## config.mk

```make
export PLATFORM = sky130hd
export DESIGN_NAME = mem_arbiter_flat
export DESIGN_NICKNAME = d
export VERILOG_FILES = /design/src/rtl/mem_arbiter_pkg.sv /design/src/rtl/mem_arbiter_if.sv /design/src/rtl/mem_arbiter_watchdog.sv /design/src/rtl/mem_arbiter.sv /design/src/flat_wrapper.sv
export SDC_FILE = /design/constraint.sdc
export NUM_CORES = 1
export LEC_CHECK = 0
export ABC_AREA = 1
export CELL_PAD_IN_SITES_DETAIL_PLACEMENT = 1
export CELL_PAD_IN_SITES_GLOBAL_PLACEMENT = 2
export CORE_AREA = 10 10 165 205
export CTS_CLUSTER_DIAMETER = 60
export DETAILED_ROUTE_END_ITERATION = 16
export DIE_AREA = 0 0 175 215
export PLACE_DENSITY_LB_ADDON = 0.1
export SLEW_MARGIN = 5
export SYNTH_ARGS = -nofsm -noshare
export SYNTH_HDL_FRONTEND = slang
export SYNTH_SLANG_ARGS = --single-unit
```

## constraint.sdc

```tcl
create_clock -name clk -period 1.7 [get_ports clk]
set_clock_uncertainty 0.1 [all_clocks]
set_input_delay 0.17 -clock clk [delete_from_list [all_inputs] [get_ports clk]]
set_output_delay 0.17 -clock clk [all_outputs]
set_load 0.02 [all_outputs]
```

## src/rtl/mem_arbiter_pkg.sv

```systemverilog
// Shared types and constants for the instruction/data memory arbiter.
// MEM_ARB_ROUND_ROBIN_EN switches collision handling from fixed D priority to round robin.
package mem_arbiter_pkg;

  typedef enum logic [1:0] {
    ARB_ST_IDLE = 2'd0,
    ARB_ST_BUSY = 2'd1,
    ARB_ST_RESP = 2'd2
  } arbState_e;

  typedef enum logic {
    ARB_OWN_I = 1'b0,
    ARB_OWN_D = 1'b1
  } arbOwner_e;

  // Bit position of the memory-timeout cause in the core halt vector
  localparam int HALT_MEMTO = 3;

  function automatic int wdWidth(input int timeout);
    return (timeout < 1) ? 1 : $clog2(timeout + 1);
  endfunction

endpackage

```

## src/rtl/mem_arbiter_if.sv

```systemverilog
// Bundles the fetch, data and memory-side handshakes of the arbiter.
// slave is the arbiter's own view; master is the view of the core and memory around it.
interface mem_arbiter_if #(
  parameter int ADDR_W = 32,
  parameter int DATA_W = 32
);

  logic              i_req;
  logic [ADDR_W-1:0] i_addr;
  logic              i_ack;
  logic [DATA_W-1:0] i_rdata;
  logic              d_req;
  logic              d_rw;
  logic [ADDR_W-1:0] d_addr;
  logic [DATA_W-1:0] d_wdata;
  logic              d_ack;
  logic [DATA_W-1:0] d_rdata;
  logic              m_stb;
  logic              m_rw;
  logic [ADDR_W-1:0] m_addr;
  logic [DATA_W-1:0] m_wdata;
  logic [DATA_W-1:0] m_rdata;
  logic              m_ack;
  logic              err;

  modport slave (
    input  i_req, i_addr, d_req, d_rw, d_addr, d_wdata, m_rdata, m_ack,
    output i_ack, i_rdata, d_ack, d_rdata, m_stb, m_rw, m_addr, m_wdata, err
  );

  modport master (
    output i_req, i_addr, d_req, d_rw, d_addr, d_wdata, m_rdata, m_ack,
    input  i_ack, i_rdata, d_ack, d_rdata, m_stb, m_rw, m_addr, m_wdata, err
  );

endinterface

```

## src/rtl/mem_arbiter_watchdog.sv

```systemverilog
// Counts cycles while a memory transaction is outstanding and pulses expired_o
// on the TIMEOUT-th cycle without completion; TIMEOUT of 0 disables it.
module mem_arb_watchdog
  import mem_arbiter_pkg::*;
#(
  parameter int TIMEOUT = 255
) (
  input  logic clk,
  input  logic reset,
  input  logic clear_i,
  input  logic run_i,
  output logic expired_o
);

  localparam int CW = wdWidth(TIMEOUT);
  localparam logic [CW-1:0] MAX_COUNT = CW'(TIMEOUT);
  localparam logic [CW-1:0] LAST_COUNT = (TIMEOUT == 0) ? '0 : CW'(TIMEOUT - 1);

  logic [CW-1:0] count_q, count_d;

  // Count saturates at TIMEOUT so it can never wrap back into range
  always_comb begin
    count_d = count_q;
    if (clear_i || !run_i) begin
      count_d = '0;
    end else if (count_q != MAX_COUNT) begin
      count_d = count_q + 1'b1;
    end
  end

  always_ff @(posedge clk) begin
    if (reset) begin
      count_q <= '0;
    end else begin
      count_q <= count_d;
    end
  end

  assign expired_o = (TIMEOUT != 0) && run_i && !clear_i && (count_q == LAST_COUNT);

endmodule

```

## src/rtl/mem_arbiter.sv

```systemverilog
// Sequences fetch and data requests one at a time onto a single memory bus.
// MEM_ARB_ROUND_ROBIN_EN: alternate grants on collision instead of fixed D priority.
module mem_arbiter
  import mem_arbiter_pkg::*;
#(
  parameter int ADDR_W  = 32,
  parameter int DATA_W  = 32,
  parameter int TIMEOUT = 255
) (
  input  logic          clk,
  input  logic          reset,
  mem_arbiter_if.slave  bus
);

  arbState_e         state_q, state_d;
  arbOwner_e         owner_q, owner_d;
  logic              mStb_q, mStb_d;
  logic              mRw_q, mRw_d;
  logic [ADDR_W-1:0] mAddr_q, mAddr_d;
  logic [DATA_W-1:0] mWdata_q, mWdata_d;
  logic              iAck_q, iAck_d;
  logic              dAck_q, dAck_d;
  logic [DATA_W-1:0] iRdata_q, iRdata_d;
  logic [DATA_W-1:0] dRdata_q, dRdata_d;
  logic              err_q, err_d;
  logic [DATA_W-1:0] rdVal;
  logic              anyReq;
  logic              grantD;
  logic              wdExpired;

`ifdef MEM_ARB_ROUND_ROBIN_EN
  logic lastD_q, lastD_d;
  assign grantD = bus.d_req && (!bus.i_req || !lastD_q);
`else
  assign grantD = bus.d_req;
`endif

  assign anyReq = bus.i_req || bus.d_req;

  mem_arb_watchdog #(
    .TIMEOUT (TIMEOUT)
  ) uWatchdog (
    .clk       (clk),
    .reset     (reset),
    .clear_i   (bus.m_ack),
    .run_i     (state_q == ARB_ST_BUSY),
    .expired_o (wdExpired)
  );

  always_ff @(posedge clk) begin
    if (reset) begin
      state_q  <= ARB_ST_IDLE;
      owner_q  <= ARB_OWN_D;
      mStb_q   <= 1'b0;
      mRw_q    <= 1'b0;
      mAddr_q  <= '0;
      mWdata_q <= '0;
      iAck_q   <= 1'b0;
      dAck_q   <= 1'b0;
      iRdata_q <= '0;
      dRdata_q <= '0;
      err_q    <= 1'b0;
`ifdef MEM_ARB_ROUND_ROBIN_EN
      lastD_q  <= 1'b0;
`endif
    end else begin
      state_q  <= state_d;
      owner_q  <= owner_d;
      mStb_q   <= mStb_d;
      mRw_q    <= mRw_d;
      mAddr_q  <= mAddr_d;
      mWdata_q <= mWdata_d;
      iAck_q   <= iAck_d;
      dAck_q   <= dAck_d;
      iRdata_q <= iRdata_d;
      dRdata_q <= dRdata_d;
      err_q    <= err_d;
`ifdef MEM_ARB_ROUND_ROBIN_EN
      lastD_q  <= lastD_d;
`endif
    end
  end

  // RESP always returns to IDLE so a held req cannot be issued twice
  always_comb begin
    state_d = state_q;
    case (state_q)
      ARB_ST_IDLE: if (anyReq) state_d = ARB_ST_BUSY;
      ARB_ST_BUSY: if (bus.m_ack || wdExpired) state_d = ARB_ST_RESP;
      ARB_ST_RESP: state_d = ARB_ST_IDLE;
      default:     state_d = ARB_ST_IDLE;
    endcase
  end

  always_comb begin
    owner_d  = owner_q;
    mStb_d   = mStb_q;
    mRw_d    = mRw_q;
    mAddr_d  = mAddr_q;
    mWdata_d = mWdata_q;
    iAck_d   = 1'b0;
    dAck_d   = 1'b0;
    iRdata_d = iRdata_q;
    dRdata_d = dRdata_q;
    err_d    = err_q;
    rdVal    = '0;
`ifdef MEM_ARB_ROUND_ROBIN_EN
    lastD_d  = lastD_q;
`endif
    case (state_q)
      ARB_ST_IDLE: begin
        mStb_d = 1'b0;
        if (anyReq) begin
          mStb_d = 1'b1;
`ifdef MEM_ARB_ROUND_ROBIN_EN
          lastD_d = grantD;
`endif
          if (grantD) begin
            owner_d  = ARB_OWN_D;
            mRw_d    = bus.d_rw;
            mAddr_d  = bus.d_addr;
            mWdata_d = bus.d_wdata;
          end else begin
            owner_d  = ARB_OWN_I;
            mRw_d    = 1'b0;
            mAddr_d  = bus.i_addr;
            mWdata_d = '0;
          end
        end
      end
      ARB_ST_BUSY: begin
        // A real ack wins over a watchdog expiry landing on the same cycle
        if (bus.m_ack || wdExpired) begin
          mStb_d = 1'b0;
          if (bus.m_ack && !mRw_q) rdVal = bus.m_rdata;
          if (!bus.m_ack) err_d = 1'b1;
          if (owner_q == ARB_OWN_D) begin
            dAck_d   = 1'b1;
            dRdata_d = rdVal;
          end else begin
            iAck_d   = 1'b1;
            iRdata_d = rdVal;
          end
        end
      end
      default: begin
        mStb_d = 1'b0;
      end
    endcase
  end

  assign bus.m_stb   = mStb_q;
  assign bus.m_rw    = mRw_q;
  assign bus.m_addr  = mAddr_q;
  assign bus.m_wdata = mWdata_q;
  assign bus.i_ack   = iAck_q;
  assign bus.d_ack   = dAck_q;
  assign bus.i_rdata = iRdata_q;
  assign bus.d_rdata = dRdata_q;
  assign bus.err     = err_q;

endmodule

```

## src/flat_wrapper.sv

```systemverilog
// flat-port wrapper written by rule: the top's interface ports become plain ports
module mem_arbiter_flat import mem_arbiter_pkg::*;
#(
  parameter int ADDR_W  = 32,
  parameter int DATA_W  = 32,
  parameter int TIMEOUT = 255
)
  (clk, reset, bus_i_req, bus_i_addr, bus_d_req, bus_d_rw, bus_d_addr, bus_d_wdata, bus_m_rdata, bus_m_ack, bus_i_ack, bus_i_rdata, bus_d_ack, bus_d_rdata, bus_m_stb, bus_m_rw, bus_m_addr, bus_m_wdata, bus_err);
  mem_arbiter_if #(.ADDR_W(ADDR_W), .DATA_W(DATA_W)) bus_i ();
  input  logic clk;
  input  logic reset;
  input wire logic [$bits(bus_i.i_req)-1:0] bus_i_req;
  input wire logic [$bits(bus_i.i_addr)-1:0] bus_i_addr;
  input wire logic [$bits(bus_i.d_req)-1:0] bus_d_req;
  input wire logic [$bits(bus_i.d_rw)-1:0] bus_d_rw;
  input wire logic [$bits(bus_i.d_addr)-1:0] bus_d_addr;
  input wire logic [$bits(bus_i.d_wdata)-1:0] bus_d_wdata;
  input wire logic [$bits(bus_i.m_rdata)-1:0] bus_m_rdata;
  input wire logic [$bits(bus_i.m_ack)-1:0] bus_m_ack;
  output wire logic [$bits(bus_i.i_ack)-1:0] bus_i_ack;
  output wire logic [$bits(bus_i.i_rdata)-1:0] bus_i_rdata;
  output wire logic [$bits(bus_i.d_ack)-1:0] bus_d_ack;
  output wire logic [$bits(bus_i.d_rdata)-1:0] bus_d_rdata;
  output wire logic [$bits(bus_i.m_stb)-1:0] bus_m_stb;
  output wire logic [$bits(bus_i.m_rw)-1:0] bus_m_rw;
  output wire logic [$bits(bus_i.m_addr)-1:0] bus_m_addr;
  output wire logic [$bits(bus_i.m_wdata)-1:0] bus_m_wdata;
  output wire logic [$bits(bus_i.err)-1:0] bus_err;
  assign bus_i.i_req = bus_i_req;
  assign bus_i.i_addr = bus_i_addr;
  assign bus_i.d_req = bus_d_req;
  assign bus_i.d_rw = bus_d_rw;
  assign bus_i.d_addr = bus_d_addr;
  assign bus_i.d_wdata = bus_d_wdata;
  assign bus_i.m_rdata = bus_m_rdata;
  assign bus_i.m_ack = bus_m_ack;
  assign bus_i_ack = bus_i.i_ack;
  assign bus_i_rdata = bus_i.i_rdata;
  assign bus_d_ack = bus_i.d_ack;
  assign bus_d_rdata = bus_i.d_rdata;
  assign bus_m_stb = bus_i.m_stb;
  assign bus_m_rw = bus_i.m_rw;
  assign bus_m_addr = bus_i.m_addr;
  assign bus_m_wdata = bus_i.m_wdata;
  assign bus_err = bus_i.err;
  mem_arbiter #(.ADDR_W(ADDR_W), .DATA_W(DATA_W), .TIMEOUT(TIMEOUT)) u_core (.clk(clk), .reset(reset), .bus(bus_i));
endmodule
```

**Word-level counts from Yosys, hierarchy flattened**

Index checks and enable logic that the tools add are counted.

- Add/subtract/negate cells: 1
- Equality and inequality tests: 5
- Mux-type cells: 13
- Bitwise operators: 4
- Reduce and logical (&&, ||, !) cells: 17

Operators by type and width:

| kind | number |
|---|---|
| 32-bit 2-to-1 mux | 3 |
| 3-bit AND reduction | 3 |
| 8-bit by 1-bit adder with 8-bit output (second input constant) | 1 |
| 8-bit equality test (second input constant) | 1 |
| 8-bit inequality test (second input constant) | 1 |
| 1-bit 2-to-1 mux | 6 |
| 2-bit 2-to-1 mux | 2 |
| 2-bit by 1-bit inequality test with 1-bit output (second input constant) | 2 |
| 1-bit inverter | 4 |
| 2-bit case mux with 2 select lines | 1 |
| 2-bit AND reduction | 2 |
| 1-bit logical AND | 3 |
| 1-bit zero test | 3 |
| 1-bit logical OR | 3 |
| 3-bit OR reduction | 1 |
| 2-bit by 1-bit equality test with 1-bit output (second input constant) | 1 |
| 2-bit zero test | 1 |
| 1-bit case mux with 2 select lines | 1 |
| 2-bit OR reduction | 1 |

- Register bits after elaboration: 144
- Input bits: 134
- Output and inout bits: 133
- Word-level logic and storage cells: 52

**Longest topological paths before layout**

Gate-level depths: netlist of the first run.

- Depth in word-level cells: 6
- Gate-level depth with buffers: 11
- Mapped depth without buffers: 10

**Modules after synthesis**

A second synthesis of the first run with hierarchy kept.

- Cells, all modules: 955
- Area, all modules: 6347.3 µm²

By module, submodules not included:

| module | times used | cells each | area each (µm²) | sequential area each (µm²) |
|---|---|---|---|---|
| mem_arbiter | 1 | 893 | 5904.4 | 2722.6 |
| mem_arb_watchdog | 1 | 62 | 442.9 | 160.2 |

**Worst setup path before layout of the first run**

OpenSTA, ideal clock, no wires.

- Path kind: reg2reg
- From: register u_core.uWatchdog.count_q[0]
- To: register u_core.dRdata_q[18] (netlist: u_core.bus.d_rdata[18])
- Library setup time: 113 ps
- Arrival: 1468 ps
- Data required time: 1487 ps
- Slack: 20 ps
- Cell stages (with the launch flop): 12
- Path buffers: 2
- Period minus slack after synthesis: 1680 ps
- Path through: dfxtp_1 > inv_1 > ha_1 > inv_1 > nor2_1 > nand2_1 > a21oi_4 > nand2_2 > buf_6 > buf_6 > nor2_1 > nor2_1

- Cells in the longest elaborated chain, start to end: 4

Ends and longest elaborated chain:

| element | RTL line | source |
|---|---|---|
| from (decl) | mem_arbiter_watchdog.sv:19 | `logic [CW-1:0] count_q, count_d;` |
| from (signal assigned) | mem_arbiter_watchdog.sv:35 | `count_q <= count_d;` |
| 8-bit equality test | mem_arbiter_watchdog.sv:39 | `assign expired_o = (TIMEOUT != 0) && run_i && !clear_i && (count_q == LAST_COUNT);` |
| 1-bit logical AND | mem_arbiter_watchdog.sv:39 |  |
| 1-bit logical OR | mem_arbiter.sv:133 | `if (bus.m_ack \|\| wdExpired) begin` |
| 3-bit AND reduction (no source line) | n/a |  |
| to (signal assigned) | mem_arbiter.sv:76 | `dRdata_q <= dRdata_d;` |
| to (decl) | mem_arbiter.sv:24 | `logic [DATA_W-1:0] dRdata_q, dRdata_d;` |

Every way passes these cells.
A chain may end at the register's enable or synchronous reset.

**Final worst setup path of the first run**

- From: register u_core.iRdata_q[21] (netlist: u_core.bus.i_rdata[21])
- To: output bus_i_rdata[21]

RTL lines:

| element | RTL line | source |
|---|---|---|
| from (decl) | mem_arbiter.sv:23 | `logic [DATA_W-1:0] iRdata_q, iRdata_d;` |
| from (signal assigned) | mem_arbiter.sv:75 | `iRdata_q <= iRdata_d;` |
| to (decl) | flat_wrapper.sv:21 | `output wire logic [$bits(bus_i.i_rdata)-1:0] bus_i_rdata;` |

No word-level cell between the ends.

==> results.md, run 1 <==
Setup path:
- The slowest stage of the critical path is the sky130_fd_sc_hd__clkdlybuf4s50_1 cell.
- The number of buffer and inverter stages on the critical path is 1.
- The kind of end point of the critical path is a primary output.
- The kind of cell with the highest combined delay along the critical path is buffers and inverters.
- STA puts the critical path data arrival time at between 1 and 1.5 ns.
- At the worst endpoint, the required time is 1.43 ns.
- The signal on the critical path passes through clkdlybuf4s50_1.
- The delay of the slowest cell on the worst path is 0.62 ns.
- The critical path start-end classification is reg -> out.
- Along the worst path, the maximum fanout reaches 2.
- The worst setup path is launched from a flip-flop.

Cells and area:
- The layout cell share with drive strength beyond 1 is a little under an eighth.
- In the layout the commonest cells are sky130_fd_sc_hd__clkdlybuf4s50_1, sky130_fd_sc_hd__dfxtp_1, sky130_fd_sc_hd__nand2_1, sky130_fd_sc_hd__a21oi_1, sky130_fd_sc_hd__nand3_1.
- The count of placed standard cells in the final layout, fillers left out is 1463.
- The number of fillers in the final layout is 3566.
- The area growth from synthesis to final layout is 72.2%.
- The most common library cell in the layout ignoring fill and taps is sky130_fd_sc_hd__clkdlybuf4s50_1.
- The number of nets in the layout is around 1200.
- The antenna diode instance count is 0.

Power and ir drop:
- Across the VDD grid, the largest voltage drop is 509 uV.
- The leakage power is 5.05 nW.
- The power density over the cells is 966 nW/um^2.

Timing:
- The smallest clock period supported by the final layout is computed as 1.66 ns.
- Setup repair after global routing could not meet its margin everywhere.
- The setup violation total in the final timing report is 0.
- The final critical path takes up 97.4% of the cycle.
- The maximum operating frequency is 604 MHz.
- The final count of pins violating max slew came to 0.
- The post-layout worst setup margin is 0.0446 ns.
- The hold violation count in the final report is 0.
- Measured against its own limit, the worst slew margin works out to 51.1%.
- Summed over all failing endpoints, the final setup total negative slack is 0 ns.
- For the pin with the worst max-slew slack, the measured transition is 0.734 ns.

CTS:
- The number of levels the H-tree was split into is 4.
- The TritonCTS clock tree is yes.
- The clock buffer count from CTS is 17.
- The deepest clock path buffer count is 2.
- The clock edge transition at the registers on the reported setup and hold paths is 0.06 ns.
- The clock net in this run drives a total of between 100 and 150 sinks.
- Clock latency on the worst-skew pair, taken at its later pin, is roughly 0.42 ns.
- The cell sitting at the root of the clock tree is a sky130_fd_sc_hd__clkbuf_16.

Routing:
- After detailed routing, the number of vias per cell comes to 4.18.
- The first detailed-routing pass ran for 4 iterations.
- The wire length per cell is 17.6 um.
- The first-iteration detailed-routing DRC count is 188.
- The routed layout has 6117 vias.
- The post-detailed-routing wire length is 25.7 mm.
- In this run the remaining antenna-violating nets after routing total 0.
- For this run, design rule violations remaining after detail routing come to 0.

Floorplan:
- The die outline area is ~38000 sq um.
- The die is 175 um wide.
- The die outline height is 215 um.
- Pin placement for this block handled 267 I/O pins.
- The site row count is 71.
- The placeable core region is 29800 sq um.
- Once the floorplan was initialized, standard cells occupied 19.7% of the core.

Logic synthesis:
- The unique cell type count in the Yosys netlist is 23.
- The net count after synthesis is 916.
- Synthesis inferred roughly 140 register bits.
- The Yosys step of the flow raised 0 warnings.
- Summing every instance area after synthesis gives 5890 sq um.
- The share of the Yosys chip area taken by registers is 48.9%.
- The average footprint of a synthesized cell is 7.55 sq um.
- The synthesized instance count is 780.

Placement:
- Prior to clock tree synthesis, the placed netlist has a worst setup slack of -0.0354 ns.
- Including well taps, the total number of placed cells is roughly 1400.
- The half-perimeter wire length after detailed placement is 18.0 mm.
- The number of I/O port buffers is 266.
- The final weighted congestion in routability-driven placement is approximately 0.67.

Global route:
- The total routing resource utilization after global routing is 13.0%.
- Summed over all layers, the global routing overflow is 0.
- The maximum number of pins on one net before global-route repair is 63.
- The first global-routing pass estimated 38.5 mm of wire.
- The number of antenna violations at the first check in global routing is 5.
- The number of global-route vias before repair is 6463.

Flow run:
- Max-cap violations in this run came to 0.

Status:
- The run finished with clean final reports.

Min path:
- The class of the tightest hold or removal check is in -> reg.
area by class of cell:
type	instances	area [sq um]	area share [%]
flip-flops and latches	144	2880	28.4
well taps	401	502	4.95
inverters	55	206	2.04
repair buffers	309	3230	31.8
multi-input cells	523	2670	26.3
clock buffers	21	470	4.64
clock inverters	10	183	1.80
registers in the layout (all words and copies together), names as in the netlist:
signal / count
u_core.owner_q: 1
u_core.bus.i_rdata: 32
u_core.bus.m_stb: 1
u_core.bus.m_wdata: 32
u_core.bus.m_rw: 1
u_core.state_q: 2
u_core.uWatchdog.count_q: 8
u_core.bus.d_ack: 1
u_core.bus.d_rdata: 32
u_core.bus.i_ack: 1
u_core.bus.err: 1
u_core.bus.m_addr: 32
worst paths after layout:
kind	start	slack, ns	cells after the start	to
max reg2reg	u_core.uWatchdog.count_q[1]	0.05	10	u_core.bus.d_rdata[15]
max	u_core.bus.i_rdata[21]	0.04	1	bus_i_rdata[21]
min reg2reg	u_core.bus.m_wdata[17]	0.36	2	u_core.bus.m_wdata[17]
min	reset	0.14	4	u_core.uWatchdog.count_q[0]
power by group:
group	internal, mW	total [mW]	switching, mW
sequential	3.58	3.69	0.105
combinational	0.872	1.89	1.02
clock	2.71	4.22	1.51
per-layer routing:
layer | global-route usage [%] | wire (um)
met1 | 15.1 | 10900
met2 | 20.5 | 11900
met3 | 7.16 | 2610
met4 | 3.40 | 209
met5 | 0 | 58
Yosys cell counts, drive strengths merged:
library cell	number	area, sq um
a21oi	118	602
a31oi	2	12.5
buf	17	97.6
clkbuf	41	154
clkinv	1	3.75
dfxtp	144	2880
ha	2	25.0
inv	54	203
mux2i	32	320
nand2	146	553
nand3	83	415
nand4	2	12.5
nor2	98	398
o21ai	36	180
or2	1	6.26
xnor2	1	8.76
xor2	2	17.5
per-stage QoR:
step                cell area (sq um)  power [mW]  util [%]  hold slack (ns)
finish                          10100        9.80      34.0            0.137
global placement                 9180        5.70      30.8            0.346
floorplan                        5890        4.62         -            0.231
detailed placement               9180        5.69      30.8            0.355
CTS                              9810        9.98      32.9            0.136
global route                    10100        10.3      34.0            0.163
logic make-up after synthesis:
group	Yosys count	share of synthesized area, %
muxes	32	5.44
buffers and inverters	113	7.77
DFF	144	48.9
xor gates and xnor gates	3	0.446
and+or+nand+nor	330	23.5
AOI/OAI and AO/OA	156	13.5
adders and majority gates	2	0.425
what timing repair did:
action | 4_1_cts | 5_1_grt
buffers inserted | 3 | 1
hold endpoints to repair | 2 | 0
pin swaps | 2 | 12
setup endpoints to repair | 64 | 110
hold buffers | 1 | 0
cloned | 0 | 6
resized for setup | 55 | 85
Note: power is estimated with default switching activity, not from simulation.
==> run 2: changes to the inputs <==
--- a/config.mk
+++ b/config.mk
@@ -8,2 +8,3 @@
 export ABC_AREA = 1
+export CAP_MARGIN = 30
 export CELL_PAD_IN_SITES_DETAIL_PLACEMENT = 1
==> constraint.sdc (replaced) <==
create_clock -name clk -period 1.7 [get_ports clk]
set_clock_uncertainty 0.1 [all_clocks]
set_input_delay 0.34 -clock clk [delete_from_list [all_inputs] [get_ports clk]]
set_output_delay 0.34 -clock clk [all_outputs]
set_load 0.02 [all_outputs]
==> run 2 against run 1 <==
Net effect:
- worst hold slack gained 0.032 ns
- setup slack lost 0.0019 ns
- design area decreased by 3.1%
- global-route usage hardly changed
- count of clock-buffer cells in the layout grew 1
- via count rose by 0.72%
- largest power group is now sequential cells
==> results.md, run 2 (synthesized netlist as in run 1, its figures left out) <==
Cells and area:
- The count of placed standard cells in the final layout, fillers left out came to 1466 (+0.21%).
- The number of nets in the layout is 1189 (+0.25%).
- The number of fillers in the final layout came to 3616 (+1.4%).
- Leaving out fill and tap cells, the most frequent cells in the layout are sky130_fd_sc_hd__dfxtp_1, sky130_fd_sc_hd__dlygate4sd2_1, sky130_fd_sc_hd__clkdlybuf4s50_1, sky130_fd_sc_hd__nand2_1, sky130_fd_sc_hd__a21oi_1.
- From synthesis to final layout, the design area changed by 66.8%.
- Leaving out fill and tap cells, the most frequent cell in the layout is sky130_fd_sc_hd__dfxtp_1.
- The layout cell share with drive strength beyond 1 is 11.7% (+0.35 points).

Timing:
- Setup repair after global routing could not meet its margin everywhere.
- The share of the clock period used by the worst path after layout is 97.5% (+0.11 points).
- The minimum clock period was 1.66 ns (+0.00192 ns).
- The final count of pins violating max slew came to 0 (unchanged).
- The worst slew margin relative to its limit is 71.4% (+20 points).
- The hold violation count in the final report is 0 (unchanged).
- The transition time of the tightest slew-check pin is 0.428 ns (-0.305 ns).
- The worst hold slack across all endpoints is 0.169 ns (+0.0320 ns).
- The setup violation total in the final timing report came to 0 (unchanged).
- The maximum operating frequency is 603 MHz (-0.12%).

Placement:
- The half-perimeter wire length after detailed placement is 18.3 mm (+1.7%).
- The number of I/O port buffers is 266 (unchanged).
- The number of instances in the placed design came to 1428 (+0.42%).
- The final weighted congestion in routability-driven placement is 0.676 (+0.60%).

Routing:
- The wire length per cell came to 17.5 um (-0.29%).
- The detailed-route via count is 6161 (+0.72%).
- The mean number of vias per cell was 4.20 (+0.51%).
- The first-iteration detailed-routing DRC count came to 169 (-10%).
- The total DRC errors in the routed layout is 0 (unchanged).
- The number of nets with antenna violations after routing is 0 (unchanged).
- The number of iterations in the first detailed-routing pass was 4 (unchanged).
- The post-detailed-routing wire length is 25.7 mm (about the same).

Setup path:
- The number of cell instances on the worst register-to-register path came to 8 (-2).
- STA classifies the critical path endpoint as a flip-flop.
- The worst endpoint required time was 1.91 ns (+0.48 ns).
- The element type at the critical path start is a flip-flop.
- The largest fanout of any net on the critical path is 7 (+5).
- The register-to-register setup slack is 0.04 ns (about the same).
- The most critical setup path has its startpoint at u_core.uWatchdog.count_q[2].
- The worst setup path is of the reg -> reg kind.
- In this run the critical register-to-register path is captured at u_core.bus.d_rdata[18].
- The worst register-to-register path begins at u_core.uWatchdog.count_q[2].
- The arrival time at the worst endpoint is 1.87 ns (+0.48 ns).

CTS:
- The clock edge transition at the registers on the reported setup and hold paths is 0.06 ns (about the same).
- The clock buffer count from CTS is 17 (unchanged).
- TritonCTS built the clock tree.
- The clock latency of the later-clocked register in the worst-skew pair is 0.41 ns (about the same).
- The number of hold-repair buffers added at the cts stage is 0 (-1).
- The number of levels the H-tree was split into is 4 (unchanged).
- The clock net sink count came to 144 (unchanged).
- The cell at the root of the clock tree is sky130_fd_sc_hd__clkbuf_16.
- The deepest clock path buffer count is 2 (unchanged).

Min path:
- The end point of the most critical hold path is u_core.owner_q.
- The depth of the worst hold-timing path is 3 (-1).
- The class of the tightest hold or removal check is in -> reg.
- In this run the most critical hold path is launched from reset.

Power and ir drop:
- The worst ir drop on vdd is 584 uV (+15%).
- The overall power is 8.95 mW (-8.7%).
- The power density over the cells was 911 nW/um^2 (-5.7%).
- The leakage power came to 4.48 nW (-11%).

Status:
- The run finished with clean final reports.

Global route:
- The number of antenna violations at the first check in global routing is 5 (unchanged).
- The maximum number of pins on one net before global-route repair is 59 (-6.3%).
- The number of global-route vias before repair was 6428 (-0.54%).
- The wire length of the first global-routing pass is 38.2 mm (-0.65%).
- The residual overflow from global routing is 0 (unchanged).
- The total routing resource utilization after global routing came to 13.0% (-0.044 points).

Floorplan:
- The die outline area was 37600 sq um (unchanged).
- The site row count is 71 (unchanged).
- The die outline height came to 215 um (unchanged).
- The starting density of the core is 19.7% (unchanged).
- The number of top-level design ports came to 267 (unchanged).
- The die outline width is 175 um (unchanged).
- The placeable core region is 29800 sq um (unchanged).

Flow run:
- The number of maximum-capacitance violations is 0 (unchanged).
-- run 2: cell count changes in the layout (fill, tap and decap cells not counted), moves of 3 or more --
cell / change
sky130_fd_sc_hd__nor2_1: -4
sky130_fd_sc_hd__clkinv_2: +4
sky130_fd_sc_hd__nor2_2: +3
sky130_fd_sc_hd__dlygate4sd2_1: +80
sky130_fd_sc_hd__dlymetal6s2s_1: -52
sky130_fd_sc_hd__clkdlybuf4s50_1: -28
sky130_fd_sc_hd__clkbuf_8: -3
sky130_fd_sc_hd__bufinv_16: -4
sky130_fd_sc_hd__clkbuf_1: +4
-- run 2: worst max-delay path: stages (launching register included) --
cell                        delay, ns
sky130_fd_sc_hd__dfxtp_1         0.37
sky130_fd_sc_hd__nand2_1         0.13
sky130_fd_sc_hd__nor2_4          0.14
sky130_fd_sc_hd__nand2_2         0.07
sky130_fd_sc_hd__a21oi_4         0.20
sky130_fd_sc_hd__nand2_4         0.16
sky130_fd_sc_hd__clkbuf_16       0.21
sky130_fd_sc_hd__nor2_2          0.11
sky130_fd_sc_hd__nor2_1          0.05
-- run 2: worst max-delay path by stage --
stage,end,cells past startpoint
floorplan,u_core.bus.d_rdata[18],11
global placement,u_core.bus.i_rdata[31],8
detailed placement,u_core.bus.i_rdata[17],8
CTS,u_core.bus.d_rdata[9],10
global route,u_core.bus.d_rdata[30],11
finish,u_core.bus.d_rdata[18],8
-- run 2: repair_timing --
item / 4_1_cts / 5_1_grt
gates cloned: 0 / 6
pin swaps: 0 / 8
endpoints found under the setup margin: 171 / 68
setup buffers: 0 / 1
resized for setup: 136 / 35
-- run 2: final cells by class --
type	count	area, sq um	share of cell area, %
inverters	55	206	2.10
flip-flops and latches	144	2890	29.4
diodes	1	2.50	0.0255
repair buffers	312	3050	31.0
multi-input cells	523	2670	27.2
clock buffers	22	444	4.52
clock inverters	8	67.6	0.688
well taps	401	502	5.11
-- run 2: per-layer routing --
metal	track usage, %	vias to the layer above	wire length (um)
met2	20.7	196	12000
li1	-	3086	-
met4	3.48	8	293
met3	7.28	21	2630
met1	14.6	2850	10700
met5	0	-	47
-- run 2: report_power, final --
group	internal [mW]	switching, mW
logic	0.817	1.02
registers	3.58	0.102
clock network	1.98	1.44
total	6.38	2.57
-- run 2: stage by stage --
| stage | instance area, sq um | setup slack (ns) | utilization [%] | setup TNS [ns] |
|---|---|---|---|---|
| after floorplan | 5890 | 0.0196 | - | 0 |
| after global placement | 9250 | -0.198 | 31.0 | -13.22 |
| after detailed placement | 9250 | -0.176 | 31.0 | -15.49 |
| after CTS | 9610 | -0.00154 | 32.2 | -0.00154 |
| after global routing | 9820 | -0.0570 | 32.9 | -0.720 |
| final | 9830 | 0.0426 | 32.9 | 0 |
==> run 3: changes to the inputs <==
CORE_AREA = 10 10 158 196   (was 10 10 165 205)
DIE_AREA = 0 0 168 206   (was 0 0 175 215)
clock period = 1.6 ns   (was 1.7 ns; I/O delays follow)
==> run 3 against run 2 <==
Net effect:
- power increased by 8.7%
- first-iteration DRC count rose by 17%
- setup slack got worse by 0.010 ns
- final cell count decreased by 2.8%
- critical path depth rose by 3
- sequential power is 6.2% higher
- non-clock buffer count up 9
- fmax rose by 5.7%
- die area shrank 8.0%
- flip-flop and latch count unchanged
- routed wire length down 4.6%
- register-to-register slack is essentially flat
- largest cell class unchanged
- largest power group unchanged
==> results.md, run 3 (synthesized netlist as in run 1, its figures left out) <==
Status:
- The flow ran to the end, and the final reports show no timing, DRC or antenna violations.

Setup path:
- The largest fanout of any net on the critical path is 6 (-1).
- By instance count, the cell type seen most on the critical path is sky130_fd_sc_hd__inv_2.
- The critical path start-end classification is reg -> reg.
- The signal on the critical path passes through inv_2, ha_4, inv_2, nor2_4, nand2_2, a21oi_4, buf_6, clkbuf_16, nand3_2, nand2_1, nor2_1.
- The delay of the slowest cell on the worst path is 0.32 ns (-0.05 ns).
- The element type at the critical path start is a flip-flop.
- The master of the slowest instance on the critical path is sky130_fd_sc_hd__dfxtp_2.
- The worst endpoint required time was 1.82 ns (-0.09 ns).
- The arrival time at the worst endpoint came to 1.79 ns (-0.08 ns).
- The kind of cell with the highest combined delay along the critical path is buffers and inverters.
- The number of buffer and inverter stages on the critical path is 4 (+3).
- The kind of end point of the critical path is a flip-flop.

Cells and area:
- The design area is 9950 sq um (+1.2%).
- The final core utilization came to 36.4% (+3.5 points).
- The count of placed standard cells in the final layout, fillers left out is 1425 (-2.8%).
- The layout cell share with drive strength beyond 1 is 13.8% (+2.1 points).
- The number of nets in the layout was 1198 (+0.76%).
- From synthesis to final layout, the design area changed by 68.8%.
- The top cell types in the final layout, fill and taps aside, are sky130_fd_sc_hd__dfxtp_1, sky130_fd_sc_hd__nand2_1, sky130_fd_sc_hd__clkdlybuf4s50_1, sky130_fd_sc_hd__a21oi_1, sky130_fd_sc_hd__dlygate4sd2_1.
- The most common library cell in the layout ignoring fill and taps is sky130_fd_sc_hd__dfxtp_1.

Min path:
- In this run the worst hold path is classified as in -> reg.

Global route:
- The wire length of the first global-routing pass is 37.4 mm (-2.3%).
- The number of global-route vias before repair came to 6522 (+1.5%).
- The number of antenna violations at the first check in global routing is 4 (-1).
- The maximum number of pins on one net before global-route repair is 67 (+14%).
- The total routing resource utilization after global routing is 13.7% (+0.75 points).
- The residual overflow from global routing is 0 (unchanged).

Floorplan:
- The die outline area is 34600 sq um (-8.0%).
- The die outline height is 206 um (-4.2%).
- The placeable core region is 27300 sq um (-8.5%).
- The die outline width is 168 um (-4.0%).
- The number of top-level design ports is 267 (unchanged).
- The site row count came to 68 (-4.2%).
- The starting density of the core is 21.6% (+1.8 points).

Power and ir drop:
- The leakage power is 4.42 nW (-1.4%).
- The power density over the cells is 978 nW/um^2 (+7.4%).
- The overall power is 9.73 mW (+8.7%).
- The worst ir drop on vdd came to 707 uV (+21%).

Routing:
- The first-iteration detailed-routing DRC count is 197 (+17%).
- The number of nets with antenna violations after routing is 0 (unchanged).
- The mean number of vias per cell is 4.33 (+3.1%).
- The number of iterations in the first detailed-routing pass was 4 (unchanged).
- The detailed-route via count came to 6173 (+0.19%).
- The wire length per cell is 17.2 um (-1.8%).
- The total DRC errors in the routed layout is 0 (unchanged).
- The post-detailed-routing wire length is 24.5 mm (-4.6%).

CTS:
- The clock latency of the later-clocked register in the worst-skew pair came to 0.42 ns (about the same).
- The number of levels the H-tree was split into is 4 (unchanged).
- TritonCTS built the clock tree.
- The deepest clock path buffer count is 2 (unchanged).
- The clock net sink count is 144 (unchanged).
- The clock buffer count from CTS came to 17 (unchanged).
- The root buffer cell chosen for the clock tree is sky130_fd_sc_hd__clkbuf_16.
- The number of hold-repair buffers added at the cts stage was 0 (unchanged).
- The clock edge transition at the registers on the reported setup and hold paths is 0.06 ns (about the same).

Timing:
- The aggregate negative setup slack came to 0 ns (unchanged).
- The minimum clock period is 1.57 ns (-0.0898 ns).
- Setup repair after global routing could not meet its margin everywhere.
- The post-layout worst setup margin is 0.0324 ns (-0.0102 ns).
- The final count of pins violating max slew was 0 (unchanged).
- The setup violation total in the final timing report came to 0 (unchanged).
- The maximum operating frequency was 638 MHz (+5.7%).
- The worst slew margin relative to its limit is 74.4% (+3.0 points).
- The transition time of the tightest slew-check pin is 0.384 ns (-0.0446 ns).
- The hold violation count in the final report was 0 (unchanged).
- The worst hold slack across all endpoints is 0.129 ns (-0.0398 ns).
- The share of the clock period used by the worst path after layout is 98.0% (+0.48 points).

Placement:
- The worst setup slack after placement was -0.357 ns (-0.180 ns).
- The final weighted congestion in routability-driven placement is 0.734 (+8.7%).
- The cell area after placement is 9260 sq um (about the same).
- The number of I/O port buffers is 266 (unchanged).
- The number of instances in the placed design is 1386 (-2.9%).
- The half-perimeter wire length after detailed placement is 17.7 mm (-3.1%).

Flow run:
- The number of maximum-capacitance violations is 0 (unchanged).
-- run 3: cell count changes in the layout (fill, tap and decap cells not counted), sizes merged --
cell,before,now
dlygate4sd2,133,91
clkdlybuf4s15,0,35
buf,45,56
clkbuf,25,31
bufinv,1,2
clkinvlp,1,0
-- run 3: timing repair --
| action | in CTS | in global routing |
|---|---|---|
| setup endpoints to repair | 173 | 104 |
| gates resized for setup | 147 | 80 |
| buffers inserted | 1 | 3 |
| pin swaps | 2 | 3 |
| gates cloned | 1 | 2 |
-- run 3: final timing paths --
| kind | to | cells past startpoint | slack [ns] | start |
|---|---|---|---|---|
| setup / recovery | u_core.bus.d_rdata[23] | 11 | 0.03 | u_core.uWatchdog.count_q[0] |
| hold / removal | u_core.owner_q | 3 | 0.13 | reset |
| setup reg to reg | u_core.bus.d_rdata[23] | 11 | 0.03 | u_core.uWatchdog.count_q[0] |
| hold reg to reg | u_core.bus.err | 2 | 0.35 | u_core.bus.err |
-- run 3: area by class of cell --
type	instances	area, sq um
multi-input cells	523	2730
inverters	55	209
flip-flops and latches	144	2890
repair buffers	321	3140
well taps	350	438
clock buffers	23	448
clock inverters	8	90.1
fillers	3254	17400
diodes	1	2.50
-- run 3: power by group --
part	leakage [nW]	switching, mW	internal (mW)
clock	0.268	1.55	2.27
sequential	1.18	0.107	3.81
combinational	2.98	1.09	0.903
total	4.42	2.75	6.98
-- run 3: metal layers --
metal  track usage, %  vias to the layer above  share of wire (%)
met5                0                        -               0.18
met4             3.83                        6               0.95
met3             7.86                       22                 11
met2             22.3                      184                 47
met1             15.0                     2860                 41
li1                 -                     3101                  -
-- run 3: worst reg2reg max path, stage by stage, from the launching register on --
cell and delay (ns):
sky130_fd_sc_hd__dfxtp_2 0.32, sky130_fd_sc_hd__inv_2 0.07, sky130_fd_sc_hd__ha_4 0.12, sky130_fd_sc_hd__inv_2 0.04, sky130_fd_sc_hd__nor2_4 0.09, sky130_fd_sc_hd__nand2_2 0.07
sky130_fd_sc_hd__a21oi_4 0.18, sky130_fd_sc_hd__buf_6 0.17, sky130_fd_sc_hd__clkbuf_16 0.16, sky130_fd_sc_hd__nand3_2 0.05, sky130_fd_sc_hd__nand2_1 0.07, sky130_fd_sc_hd__nor2_1 0.04
